## src/rtl/axis_pkg.sv

```systemverilog
// Shared AXI-Stream definitions for the 1024->512 width down-converter and
// its neighbouring stages: beat types, width constants and keep helpers.
package axis_pkg;

    localparam int IN_BYTES  = 128;
    localparam int OUT_BYTES = 64;
    localparam int RATIO     = IN_BYTES / OUT_BYTES;
    localparam int IDX_W     = (RATIO > 1) ? $clog2(RATIO) : 1;

    typedef struct packed {
        logic [8*IN_BYTES-1:0] data;
        logic [IN_BYTES-1:0]   keep;
        logic                  last;
    } in_beat_t;

    typedef struct packed {
        logic [8*OUT_BYTES-1:0] data;
        logic [OUT_BYTES-1:0]   keep;
        logic                   last;
    } out_beat_t;

    typedef enum logic {
        ST_EMPTY = 1'b0,
        ST_DRAIN = 1'b1
    } dsz_state_t;

    // Highest output slice holding any enabled byte; 0 when keep is all-zero.
    function automatic logic [IDX_W-1:0] keep_last_slice(input logic [IN_BYTES-1:0] keep);
        logic [IDX_W-1:0] li;
        li = '0;
        for (int k = 0; k < RATIO; k++) begin
            if (|keep[k*OUT_BYTES +: OUT_BYTES]) begin
                li = IDX_W'(k);
            end
        end
        return li;
    endfunction

endpackage

```

## src/rtl/axis_downsize_1024_to_512_enc.sv

```systemverilog
// Priority encoder over per-slice "any byte enabled" flags: reports the
// highest non-empty slice and whether the whole beat is empty.
module keep_slice_encoder #(
    parameter int RATIO     = 2,
    parameter int OUT_BYTES = 64,
    parameter int IDX_W     = 1
) (
    input  logic [RATIO*OUT_BYTES-1:0] keep,
    output logic [IDX_W-1:0]           last_idx,
    output logic                       all_zero
);

    always_comb begin
        last_idx = '0;
        all_zero = 1'b1;
        for (int k = 0; k < RATIO; k++) begin
            if (|keep[k*OUT_BYTES +: OUT_BYTES]) begin
                last_idx = IDX_W'(k);
                all_zero = 1'b0;
            end
        end
    end

endmodule

```

## src/rtl/axis_downsize_1024_to_512.sv

```systemverilog
// AXI-Stream width down-converter: one buffered wide beat is replayed as
// OUT_BYTES slices, LSB first, stopping after the last non-empty slice.
module axis_downsize_1024_to_512
    import axis_pkg::dsz_state_t;
    import axis_pkg::ST_EMPTY;
    import axis_pkg::ST_DRAIN;
#(
    parameter int IN_BYTES  = 128,
    parameter int OUT_BYTES = 64
) (
    input  logic                   clk,
    input  logic                   rst_n,
    input  logic [8*IN_BYTES-1:0]  in_data,
    input  logic [IN_BYTES-1:0]    in_keep,
    input  logic                   in_valid,
    input  logic                   in_last,
    output logic                   in_ready,
    output logic [8*OUT_BYTES-1:0] out_data,
    output logic [OUT_BYTES-1:0]   out_keep,
    output logic                   out_valid,
    output logic                   out_last,
    input  logic                   out_ready
);

    localparam int RATIO = IN_BYTES / OUT_BYTES;
    localparam int IDX_W = (RATIO > 1) ? $clog2(RATIO) : 1;
    localparam int OUT_W = 8 * OUT_BYTES;

    dsz_state_t             state, state_nxt;
    logic [8*IN_BYTES-1:0]  buf_data;
    logic [IN_BYTES-1:0]    buf_keep;
    logic                   buf_last;
    logic [IDX_W-1:0]       idx;
    logic [IDX_W-1:0]       last_idx;
    logic [IDX_W-1:0]       enc_last_idx;
    logic                   enc_all_zero;
    logic                   full;
    logic                   at_last;
    logic                   accept;
    logic                   out_hs;

    keep_slice_encoder #(
        .RATIO     (RATIO),
        .OUT_BYTES (OUT_BYTES),
        .IDX_W     (IDX_W)
    ) u_enc (
        .keep     (in_keep),
        .last_idx (enc_last_idx),
        .all_zero (enc_all_zero)
    );

    assign full     = (state == ST_DRAIN);
    assign at_last  = (idx == last_idx);
    assign out_hs   = full && out_ready;
    // Accepting on the final slice handshake lets consecutive beats stream without a bubble.
    assign in_ready = rst_n && (!full || (out_ready && at_last));
    assign accept   = in_valid && in_ready;

    always_ff @(posedge clk) begin
        if (!rst_n) begin
            state <= ST_EMPTY;
        end else begin
            state <= state_nxt;
        end
    end

    always_comb begin
        state_nxt = state;
        if (accept) begin
            // An empty, non-final beat carries nothing and is simply dropped.
            state_nxt = (enc_all_zero && !in_last) ? ST_EMPTY : ST_DRAIN;
        end else if (out_hs && at_last) begin
            state_nxt = ST_EMPTY;
        end
    end

    always_ff @(posedge clk) begin
        if (!rst_n) begin
            buf_data <= '0;
            buf_keep <= '0;
            buf_last <= 1'b0;
            idx      <= '0;
            last_idx <= '0;
        end else if (accept) begin
            buf_data <= in_data;
            buf_keep <= in_keep;
            buf_last <= in_last;
            idx      <= '0;
            last_idx <= enc_last_idx;
        end else if (out_hs && !at_last) begin
            idx <= idx + IDX_W'(1);
        end
    end

    always_comb begin
        out_valid = full;
        out_data  = '0;
        out_keep  = '0;
        out_last  = 1'b0;
        if (full) begin
            out_data = buf_data[int'(idx)*OUT_W +: OUT_W];
            out_keep = buf_keep[int'(idx)*OUT_BYTES +: OUT_BYTES];
            out_last = buf_last && at_last;
        end
    end

endmodule

```

## config.mk

```make
export PLATFORM = sky130hd
export DESIGN_NAME = axis_downsize_1024_to_512
export DESIGN_NICKNAME = d
export VERILOG_FILES = /design/src/rtl/axis_pkg.sv /design/src/rtl/axis_downsize_1024_to_512_enc.sv /design/src/rtl/axis_downsize_1024_to_512.sv
export SDC_FILE = /design/constraint.sdc
export NUM_CORES = 2
export LEC_CHECK = 0
export ABC_AREA = 1
export CAP_MARGIN = 0
export CORE_AREA = 2 2 676 678
export DETAILED_ROUTE_END_ITERATION = 12
export DIE_AREA = 0 0 678 680
export GPL_TIMING_DRIVEN = 0
export PLACE_DENSITY = 0.41
export SLEW_MARGIN = 20
export SYNTH_ARGS = -nofsm -noshare
export SYNTH_HDL_FRONTEND = slang
export SYNTH_HIERARCHICAL = 1
export SYNTH_SLANG_ARGS = --single-unit
```

## constraint.sdc

```tcl
create_clock -name clk -period 2 [get_ports clk]
set_clock_uncertainty 0.1 [all_clocks]
set_input_delay 0.3 -clock clk [delete_from_list [all_inputs] [get_ports clk]]
set_output_delay 0.3 -clock clk [all_outputs]
set_load 0.1 [all_outputs]
```

==> out/metrics.csv <==
metric,value,unit
setup_slack,-1.29,ns
fin_cells,18800,
postSynthAreaPerCell,6.14,um2
drive_above_1_share,15.8,%
seq_area_frac_synth,39.1,%
grt_max_degree,14,
p_leak,53.4,nW
path_class,reg -> reg,
drc_errors,0,
hpwl,396000,um
cp.arrival,3.96,ns
ctsRootBufferMaster,clkbuf_16,
cts.path.max_buffers,4,
synth_seq_cells,1156,
setup.worst_path.start_class,register,
layout.nets,13800,
numCtsBuffers,164,
dr.pass1.iters,5,
start_util,13.0,%
yosysWarnings,6,
final_max_slew_viol_count,0,
maxCapViolations,0,
vias,73500,
fin_crit_sh,165,%
relSlewSlack,24.0,%
insertion_delay,0.89,ns
power_density,726,nW/um2
cp_max_fo,18,
grt_pass1_wl,623000,um
gp_congestion,0.961,
netlist_top_cells_area,"dfxtp_1 (39%), nand2_1 (22%), nand4_1 (12%), nor2_1 (7.9%), inv_1 (7.3%)",
grt_pass1_vias,71000,
io_buffers,1734,
die_area,461000,um2
max_freq,304,MHz
worstSetupEndpointType,register,
ys_types,18,
yosys.area.top_type,dfxtp_1,
pre_cts_slack,-2.57,ns
synth_area,59200,um2
syn_inst,9634,
die_w,678,um
grt_util_all_layers,19.7,%
path_clk_slew,0.06,ns
totalWireLength,475000,um
rsz0062_at_grt,yes,
dp_cells,17400,
cts_tree,yes,
status,"complete, but fails checks",
antenna_left,0,
finalSetupViolCount,1730,
routedWlPerCell,25.2,um
fin_crit,3.29,ns
cts-htree-levels,4,
synthToLayoutAreaGrowth,80.1,%
num_io_pins,1736,
synth_top_area_share,39.1,%
viasPerCell,3.90,
rows,248,
violations,negative setup slack,
required,2.67,ns
coreArea,454000,um2
min_path_type,in -> reg,
finalHoldViolCount,0,
grt_overflow,0,
die_h,680,um
tightest_slew,1.14,ns
cts.sinks,1156,
drt_iter0_markers,5161,
vdd_ir_drop_max,625,uV
antenna_found_initial,159,
syn-num-nets,10800,
final cells by class:
cell class,count,area (um2)
clock buffers,249,4930
multi-input cells,6486,32400
flip-flops and latches,1156,23100
inverters,1159,4350
plain buffers,832,4710
clock inverters,42,475
well taps,6000,7510
diodes,109,273
fillers,51200,348000
repair buffers,2794,28700
stage by stage:
| step | total power, mW | cell area, um2 | setup TNS, ns | util, % | hold WS [ns] |
|---|---|---|---|---|---|
| floorplan | 36.5 | 63600 | -60.90 | - | 0.354 |
| detailed placement | 44.6 | 87400 | -2595.58 | 19.2 | 0.403 |
| global route | 80.3 | 106000 | -1802.68 | 23.4 | 0.0238 |
| global placement | 44.8 | 88500 | -3623.65 | 19.5 | 0.403 |
| finish | 77.3 | 107000 | -1656.90 | 23.5 | 0.0896 |
| CTS | 77.9 | 105000 | -1666.93 | 23.1 | 0.00102 |
worst max-delay path: stages (launching register included):
cell,delay [ns]
dfxtp_4,0.37
buf_12,0.14
clkbuf_16,0.18
nand2_2,0.09
nand3_2,0.12
nand2_2,0.17
buf_4,0.56
buf_2,0.59
buf_2,0.36
nand4_1,0.28
nand2_1,0.13
registers in the layout (all words and copies together), names as in the netlist:
register	flops
idx	1
buf_data	1024
buf_keep	128
buf_last	1
last_idx	1
out_valid	1
final timing paths:
path	start	endpoint	slack [ns]	cells after the start
worst max-delay path	idx	buf_data[773]	-1.29	10
worst min register to register	buf_data[437]	buf_data[437]	0.41	4
worst min-delay path	in_data[534]	buf_data[534]	0.09	3
worst max register to register	idx	buf_data[773]	-1.29	10
logic make-up (layout without fill, tap and decap cells):
kind of cell	after synthesis	in the layout	share of synthesized area (%)
other	0	109	0
AO/OA/AOI/OAI	580	580	4.91
AND/OR/NAND/NOR	5906	5906	42.4
flip-flops	1156	1156	39.1
buffers and inverters	1992	5076	13.6
cells in the mapped netlist (all sizes together):
| cell | instances |
|---|---|
| inv | 1159 |
| a211oi | 1 |
| nand2 | 3511 |
| nor2 | 1239 |
| clkbuf | 479 |
| nand4 | 1154 |
| a21oi | 2 |
| buf | 354 |
| nand3 | 2 |
| dfxtp | 1156 |
| o21ai | 577 |
metal layers:
| layer | wire [um] | up-vias | share of wire (%) | GRT usage (%) |
|---|---|---|---|---|
| li1 | - | 36200 | - | - |
| met1 | 187000 | 34000 | 39 | 22.6 |
| met2 | 225000 | 2511 | 47 | 33.5 |
| met3 | 36500 | 697 | 7.7 | 5.68 |
| met4 | 26300 | 60 | 5.5 | 9.28 |
| met5 | 395 | - | 0.083 | 0 |
repair_timing:
item / CTS / global route
cloned: 0 / 4
hold buffers: 1038 / 0
gates resized for setup: 2901 / 515
pin swaps: 13 / 17
setup endpoints to repair: 1735 / 1730
setup buffers: 3 / 12
hold endpoints to repair: 1038 / 0
power by group:
part | internal (mW) | leakage [nW] | switching, mW
registers | 24.9 | 9.54 | 1.03
clock network | 17.8 | 2.64 | 12.6
logic | 7.14 | 41.2 | 13.9
total | 49.8 | 53.4 | 27.6
cells in the final DEF, fill, tap and decap left out, drive strengths merged, types with 6 or more instances in the layout:
| master | instances |
|---|---|
| diode | 109 |
| dfxtp | 1156 |
| nand2 | 3511 |
| clkbuf | 696 |
| clkinv | 25 |
| dlygate4sd3 | 1038 |
| nand4 | 1154 |
| buf | 983 |
| clkinvlp | 9 |
| inv | 1161 |
| bufinv | 6 |
| o21ai | 577 |
| nor2 | 1239 |
| clkdlybuf4s50 | 1156 |
Note: power is estimated with default switching activity, not from simulation.
